===== src/rtl/duv_mem_arb_pkg.sv =====
// Shared types and default sizes for the duv memory arbiter.
package duv_mem_arb_pkg;

  localparam int NUM_REQ     = 4;
  localparam int MEM_ADDR_W  = 10;
  localparam int MEM_DATA_W  = 32;
  localparam int BURST_LEN_W = 2;

  typedef enum logic {
    IDLE  = 1'b0,
    BURST = 1'b1
  } arb_state_t;

endpackage


===== src/rtl/duv_mem_arb_rr.sv =====
// Round-robin picker: nearest active requester after the last winner, wrapping.
module duv_mem_arb_rr
  import duv_mem_arb_pkg::*;
#(
  parameter int REQUESTERS = NUM_REQ,
  parameter int IDX_W      = $clog2(REQUESTERS)
) (
  input  logic [REQUESTERS-1:0] req,
  input  logic [IDX_W-1:0]      last,
  output logic [REQUESTERS-1:0] win_oh,
  output logic [IDX_W-1:0]      win_idx,
  output logic                  win_vld
);

  logic [IDX_W-1:0] cand;

  // Scan farthest offset first so the nearest active requester is the one left standing.
  always_comb begin
    win_vld = 1'b0;
    win_idx = '0;
    cand    = '0;
    for (int k = REQUESTERS; k >= 1; k--) begin
      cand = IDX_W'((int'(last) + k) % REQUESTERS);
      if (req[cand]) begin
        win_vld = 1'b1;
        win_idx = cand;
      end
    end
    win_oh = win_vld ? (REQUESTERS'(1) << win_idx) : '0;
  end

endmodule


===== src/rtl/duv_mem_arb.sv =====
// Round-robin burst arbiter in front of the single-port duv memory.
// One beat per cycle while the winner holds req; a dropped req aborts the burst.
module duv_mem_arb
  import duv_mem_arb_pkg::*;
#(
  parameter int REQUESTERS = NUM_REQ,
  parameter int ADDR_W     = MEM_ADDR_W,
  parameter int DATA_W     = MEM_DATA_W,
  parameter int LEN_W      = BURST_LEN_W
) (
  input  logic                         duv_mem_arb_clk_ip,
  input  logic                         duv_mem_arb_rst_ip,
  input  logic [REQUESTERS-1:0]        duv_mem_arb_req_ip,
  input  logic [REQUESTERS-1:0]        duv_mem_arb_we_ip,
  input  logic [REQUESTERS*ADDR_W-1:0] duv_mem_arb_addr_ip,
  input  logic [REQUESTERS*LEN_W-1:0]  duv_mem_arb_len_ip,
  input  logic [REQUESTERS*DATA_W-1:0] duv_mem_arb_wdata_ip,
  output logic [REQUESTERS-1:0]        duv_mem_arb_gnt_op,
  output logic [REQUESTERS-1:0]        duv_mem_arb_ack_op,
  output logic [REQUESTERS-1:0]        duv_mem_arb_rvalid_op,
  output logic [DATA_W-1:0]            duv_mem_arb_rdata_op,
  output logic                         duv_mem_arb_busy_op,
  output logic                         duv_mem_arb_mem_en_op,
  output logic                         duv_mem_arb_mem_we_op,
  output logic [ADDR_W-1:0]            duv_mem_arb_mem_addr_op,
  output logic [DATA_W-1:0]            duv_mem_arb_mem_wdata_op,
  input  logic [DATA_W-1:0]            duv_mem_arb_mem_rdata_ip
);

  localparam int IDX_W = $clog2(REQUESTERS);

  arb_state_t              state_p0;
  logic [IDX_W-1:0]        last_p0;   // current winner in BURST, last winner in IDLE
  logic [REQUESTERS-1:0]   gnt_p0;
  logic                    we_p0;
  logic [ADDR_W-1:0]       addr_p0;
  logic [LEN_W-1:0]        cnt_p0;
  logic [REQUESTERS-1:0]   vld_p1;

  logic [REQUESTERS-1:0]   pick_oh;
  logic [IDX_W-1:0]        pick_idx;
  logic                    pick_vld;
  logic                    req_win;
  logic                    beat;

  duv_mem_arb_rr #(
    .REQUESTERS (REQUESTERS),
    .IDX_W      (IDX_W)
  ) u_rr (
    .req     (duv_mem_arb_req_ip),
    .last    (last_p0),
    .win_oh  (pick_oh),
    .win_idx (pick_idx),
    .win_vld (pick_vld)
  );

  // A beat is issued only while the granted requester still holds its request.
  always_comb begin
    req_win = duv_mem_arb_req_ip[last_p0];
    beat    = (state_p0 == BURST) && req_win;
  end

  // Burst FSM: grant in IDLE, leave BURST on the last beat or on an abort.
  always_ff @(posedge duv_mem_arb_clk_ip or posedge duv_mem_arb_rst_ip) begin
    if (duv_mem_arb_rst_ip) begin
      state_p0 <= IDLE;
      last_p0  <= IDX_W'(REQUESTERS - 1);
      gnt_p0   <= '0;
    end else begin
      case (state_p0)
        IDLE: begin
          if (pick_vld) begin
            state_p0 <= BURST;
            last_p0  <= pick_idx;
            gnt_p0   <= pick_oh;
          end
        end
        BURST: begin
          if (!req_win || (cnt_p0 == '0)) begin
            state_p0 <= IDLE;
            gnt_p0   <= '0;
          end
        end
        default: begin
          state_p0 <= IDLE;
          gnt_p0   <= '0;
        end
      endcase
    end
  end

  // Burst parameters captured at grant, then address/beat count stepped per issued beat.
  always_ff @(posedge duv_mem_arb_clk_ip) begin
    if ((state_p0 == IDLE) && pick_vld) begin
      we_p0   <= duv_mem_arb_we_ip[pick_idx];
      addr_p0 <= duv_mem_arb_addr_ip[int'(pick_idx)*ADDR_W +: ADDR_W];
      cnt_p0  <= duv_mem_arb_len_ip[int'(pick_idx)*LEN_W +: LEN_W];
    end else if (beat) begin
      addr_p0 <= addr_p0 + ADDR_W'(1);
      cnt_p0  <= cnt_p0 - LEN_W'(1);
    end
  end

  // Read-beat marker aligned with the memory's one-cycle read latency.
  always_ff @(posedge duv_mem_arb_clk_ip or posedge duv_mem_arb_rst_ip) begin
    if (duv_mem_arb_rst_ip) begin
      vld_p1 <= '0;
    end else begin
      vld_p1 <= (beat && !we_p0) ? gnt_p0 : '0;
    end
  end

  // Output drive: memory side and strobes are zero whenever no beat is issued.
  always_comb begin
    duv_mem_arb_gnt_op       = gnt_p0;
    duv_mem_arb_busy_op      = (state_p0 == BURST);
    duv_mem_arb_ack_op       = beat ? gnt_p0 : '0;
    duv_mem_arb_mem_en_op    = beat;
    duv_mem_arb_mem_we_op    = beat && we_p0;
    duv_mem_arb_mem_addr_op  = beat ? addr_p0 : '0;
    duv_mem_arb_mem_wdata_op = beat ? duv_mem_arb_wdata_ip[int'(last_p0)*DATA_W +: DATA_W] : '0;
    duv_mem_arb_rvalid_op    = vld_p1;
    duv_mem_arb_rdata_op     = (|vld_p1) ? duv_mem_arb_mem_rdata_ip : '0;
  end

endmodule


===== config.mk =====
export PLATFORM = sky130hd
export DESIGN_NAME = duv_mem_arb
export DESIGN_NICKNAME = d
export VERILOG_FILES = /design/src/rtl/duv_mem_arb_pkg.sv /design/src/rtl/duv_mem_arb_rr.sv /design/src/rtl/duv_mem_arb.sv
export SDC_FILE = /design/constraint.sdc
export NUM_CORES = 1
export LEC_CHECK = 0
export ABC_AREA = 1
export CORE_AREA = 2 2 119 121
export DETAILED_ROUTE_END_ITERATION = 6
export DIE_AREA = 0 0 121 123
export GPL_ROUTABILITY_DRIVEN = 0
export HOLD_SLACK_MARGIN = 0.05
export SYNTH_ARGS = -nofsm -noshare
export SYNTH_HDL_FRONTEND = slang
export SYNTH_SLANG_ARGS = --single-unit

===== constraint.sdc =====
create_clock -name duv_mem_arb_clk_ip -period 3.15 [get_ports duv_mem_arb_clk_ip]
set_input_delay 0.7875 -clock duv_mem_arb_clk_ip [delete_from_list [all_inputs] [get_ports duv_mem_arb_clk_ip]]
set_output_delay 0.7875 -clock duv_mem_arb_clk_ip [all_outputs]
set_load 0.03 [all_outputs]

[Word-level counts from Yosys, hierarchy flattened]
Index checks and enable logic that the tools add are counted.
Storage, ports and cells
  bits in registers: 24
  bits of input ports: 218
Cells by class
  $add $sub $neg: 6
  $mul: 1
  magnitude comparators: 6
  equality and inequality tests: 2
  shift operators: 4
  muxes and demuxes: 35
  bitwise gates (word level): 1
  reductions and logical operators: 12
Operators with widths (number)
  128-bit by 8-bit variable part select with 32-bit output: 1
  32-bit 2-to-1 mux: 2
  40-bit by 7-bit variable part select with 10-bit output: 1
  10-bit 2-to-1 mux: 3
  2-bit by 3-bit less-than comparator with 1-bit output, second input constant: 6
  4-bit 2-to-1 mux: 4
  1-bit binary-select mux with 2-bit select: 6
  1-bit 2-to-1 mux: 12
  2-bit 2-to-1 mux: 6
  10-bit by 1-bit adder with 10-bit output, second input constant: 1
  4-bit one-hot mux with 2 select lines: 1
  8-bit by 4-bit variable part select with 2-bit output: 1
  2-bit by 3-bit multiplier with 5-bit output, second input constant: 1
  2-bit by 1-bit adder with 2-bit output, second input constant: 2
  2-bit adder, second input constant: 2
  1-bit logical AND: 4
  2-bit AND reduction: 2
  4-bit OR reduction: 1
  1-bit by 2-bit left shift with 4-bit output, first input constant: 1
  1-bit logical NOT: 2
  2-bit logical NOT: 1
  2-bit by 1-bit != test with 1-bit output, second input constant: 1
  2-bit != test, second input constant: 1
  1-bit one-hot mux with 2 select lines: 1
  4 further kinds: 4

[Logic depth before layout (Yosys ltp)]
  word-level depth: 10
  depth in mapped cells: 18
  mapped depth without buffers: 15

[Cells and area by module]
A second synthesis with hierarchy kept.
Second synthesis, totals
  cells, all modules: 625
  area total of the unflattened synthesis: 3310.7 um2
Modules (own cells, without submodules)
  duv_mem_arb: instances 1, cells each 558, area each 2994.1 um2, seq. area each 668.1 um2
  duv_mem_arb_rr: instances 1, cells each 67, area each 316.6 um2, seq. area each 0.0 um2

[Worst setup path after synthesis]
OpenSTA, ideal clock, no wires.
  path kind: input-to-output
  from: input port duv_mem_arb_req_ip[1]
  to: output port duv_mem_arb_mem_addr_op[0]
  arrival: 1959 ps
  data required time: 2362 ps
  setup slack: 403 ps
  cell stages on the path: 9
  path buffers: 2
  cell sequence: inv_1 nand2_1 and2_1 nand2_1 nand2_1 nand2_1 buf_2 buf_2 nor2_1
Between the ends
  cells in the longest elaborated chain, start to end: 4
Ends and longest elaborated chain
  from (decl): RTL line duv_mem_arb.sv:13  | input logic [REQUESTERS-1:0] duv_mem_arb_req_ip,
  1-bit binary-select mux with 2-bit select: RTL line duv_mem_arb.sv:59  | req_win = duv_mem_arb_req_ip[last_p0];
  1-bit 2-to-1 mux (implied by the code): RTL line duv_mem_arb.sv:59
  1-bit logical AND: RTL line duv_mem_arb.sv:60  | beat = (state_p0 == BURST) && req_win;
  10-bit 2-to-1 mux: RTL line duv_mem_arb.sv:120  | duv_mem_arb_mem_addr_op = beat ? addr_p0 : '0;
  to (decl): RTL line duv_mem_arb.sv:25  | output logic [ADDR_W-1:0] duv_mem_arb_mem_addr_op,
Every way passes these cells. The select of a mux whose other input is x is not followed.

[Worst setup path in the final report]
  from: input port duv_mem_arb_req_ip[3]
  to: output port duv_mem_arb_mem_addr_op[2]
The elaborated chain is that of the path after synthesis.

==> metrics.md <==
| Metric | Value |
|---|---|
| Design area | `6460 sq um` |
| Origin of the critical flop-to-flop path | `last_p0[0]` |
| Filler cells | `approximately 1,400` |
| Remaining global-route overflow | `0` |
| Post-synthesis sequential area ratio | `0.222` |
| Row count | `43` |
| Hold Buf Count CTS | `0` |
| Cell at the root of the clock tree | `clkbuf_16` |
| Die Wd | `around 120 um` |
| Crit path arrival time | `2260 ps` |
| Mapped Nets | `approximately 760` |
| Routed vias | `4,636` |
| Cell variety after synth | `30` |
| Hold Crit Depth | `2` |
| Setup total negative slack | `0 ps` |
| Static leakage | `3.01 nW` |
| IO Count | `between 300 and 400` |
| Maximum VDD drop | `0.749 mV` |
| Fmax | `329 MHz` |
| CTS tree | `done` |
| Status | `finished, final reports clean` |
| Final WL | `15,300 um` |
| Total chip power | `0.00597 W` |
| Post-synthesis cell count | `535` |
| Area Overhead vs Synth | `115%` |
| Clk sinks | `24` |
| DIE AREA | `14,900 sq um` |
| DP Wirelength | `12,500 um` |
| Min cycle time layout | `3040 ps` |
| MaxCap Viol Count | `0` |
| Global Route Usage Sum | `0.185` |
| CORE AREA | `13,600 sq um` |
| Slew @ Worst Pin | `583 ps` |
| Max Fanout on Critical Path | `6` |
| Hold_sp | `duv_mem_arb_gnt_op[0]` |
| Clock tree buffer depth | `2` |
| DRT Pass-1 Iters | `4` |
| Final hold vios | `0` |
| WS Path Type | `in -> out` |
| First-pass GRT wire length | `22,200 um` |
| Post-synthesis cell area | `3010 sq um` |
| Crit end category | `primary output` |
| Async set-reset flop share out of synthesis | `0.458` |
| WP data required | `2360 ps` |
| Hold Path Class | `reg -> reg` |
| Reg clk slew, reported paths | `60 ps` |
| Post-layout util | `0.475` |
| Port Buffers | `between 300 and 400` |
| Die H | `123 um` |
| Nets | `1,057` |
| CTS Buf Count | `3` |
| R2R setup slack | `830 ps` |
| Critical R2R Capture | `addr_p0[9]` |
| Largest net degree at the start of global routing | `36` |
| Post-DR wirelength/cell | `15.0 um` |
| Initial detailed-routing violation count | `229` |
| EDFF count, synth | `13` |
| Final setup fails | `0` |
| Clock skew | `2.47 ps` |
| Hold EP | `duv_mem_arb_rvalid_op[0]` |
| Slew Viols, Final | `0` |
| Average size of a mapped cell | `about 5.6 sq um` |
| Placed inst area | `between 6000 and 7000 sq um` |
| Main flop type after synthesis | `edfxtp_1` |
| Vias in the first global route | `4,445` |
| Tcrit/Tclk final | `0.966` |
| Startpoint Class | `input pin` |
| Most frequent cells in the layout | `256 x clkdlybuf4s50_1, 202 x nand2_1, 65 x inv_1` |
| Share of cells above drive strength 1 | `0.133` |
| Initial antenna violation count | `1` |
| Detail Route Antenna Nets | `0` |
| Commonest non-fill, non-tap cell in the layout | `clkdlybuf4s50_1` |
| Vias per Instance | `between 4 and 5` |
| Power Density | `924 nW/um^2` |
| Rel. slew slack | `0.610` |
| Synthesized flop and latch total | `24` |
| Worst skew pair latency | `260 ps` |
| Initial Utilization | `0.221` |
| Reg2reg path depth | `15` |
| Warnings from Yosys | `0` |
| H-tree lvl count | `1` |
| DRC violations left | `0` |
==> final cells by class <==
type / instances / area, sq um / share of cell area
diodes: 1 / 2.50 / 0.000387
clock buffers: 4 / 88.8 / 0.0137
inverters: 70 / 268 / 0.0414
well taps: 180 / 225 / 0.0348
flip-flops and latches: 24 / 668 / 0.103
repair buffers: 330 / 3250 / 0.502
multi-input cells: 408 / 1960 / 0.304
==> metrics by stage <==
stage	cells	hold slack, ps	worst slack, ps
final	1017	536	107
after CTS	1014	543	13.9
after floorplan	535	528	403
after global routing	1016	574	-14.0
after global placement	1010	533	4.09
after detailed placement	1010	528	-27.9
==> worst max-delay path, stage by stage <==
cell and delay (ps):
clkdlybuf4s50_1 460, inv_1 50, nand2_1 70, nand3_1 120, nand2_2 100, nand2_4 100, buf_8 160, buf_4 160
nor2_1 90, buf_4 160
==> sequential cells by signal, indices dropped and copies added (netlist names) <==
register               count
addr_p0                   10
cnt_p0                     2
duv_mem_arb_busy_op        1
duv_mem_arb_gnt_op         4
duv_mem_arb_rvalid_op      4
last_p0                    2
we_p0                      1
==> cells in the mapped netlist, types with 9 or more instances <==
cell	count	area share
nor2_1	57	0.071
edfxtp_1	13	0.13
inv_1	65	0.081
nand3_1	39	0.065
clkbuf_1	18	0.022
o21ai_0	9	0.015
buf_2	12	0.020
nand2_1	206	0.26
a31oi_1	32	0.066
nand2_2	13	0.027
a22oi_1	32	0.080
dfrtp_1	9	0.075
==> where the power goes <==
group | internal (W) | total [W] | switching [W]
logic | 0.00189 | 0.00499 | 0.00310
clock network | 0.000194 | 0.000301 | 0.000107
registers | 0.000582 | 0.000683 | 0.000101
==> worst max path at each step <==
stage	from	to
4_1_cts	duv_mem_arb_req_ip[1]	duv_mem_arb_mem_addr_op[3]
2_1_floorplan	duv_mem_arb_req_ip[1]	duv_mem_arb_mem_addr_op[0]
3_3_place_gp	duv_mem_arb_req_ip[1]	duv_mem_arb_mem_wdata_op[31]
6_report	duv_mem_arb_req_ip[3]	duv_mem_arb_mem_addr_op[2]
3_5_place_dp	duv_mem_arb_req_ip[1]	duv_mem_arb_mem_addr_op[3]
5_1_grt	duv_mem_arb_req_ip[3]	duv_mem_arb_mem_addr_op[2]
==> routing by layer <==
layer | track usage | part of all wire
met1 | 0.217 | 0.39
met2 | 0.345 | 0.52
met3 | 0.0364 | 0.072
met4 | 0.0443 | 0.020
met5 | 0 | 0
==> timing repair <==
action                                 4_1_cts  5_1_grt
resized for setup                            3       12
buffers inserted                             0        0
pin swaps                                    0        2
setup endpoints to repair                    6       40
endpoints found under the hold margin        0        0
cloned                                       0        2
==> cells by family after synthesis <==
logic type	after synthesis	synth area share
AOI/OAI and AO/OA	77	0.168
xor gates and xnor gates	5	0.0145
adders and majority gates	2	0.00831
buffers and inverters	103	0.144
DFF	24	0.222
and+or+nand+nor	324	0.443
(Power assumes the default switching activity.)
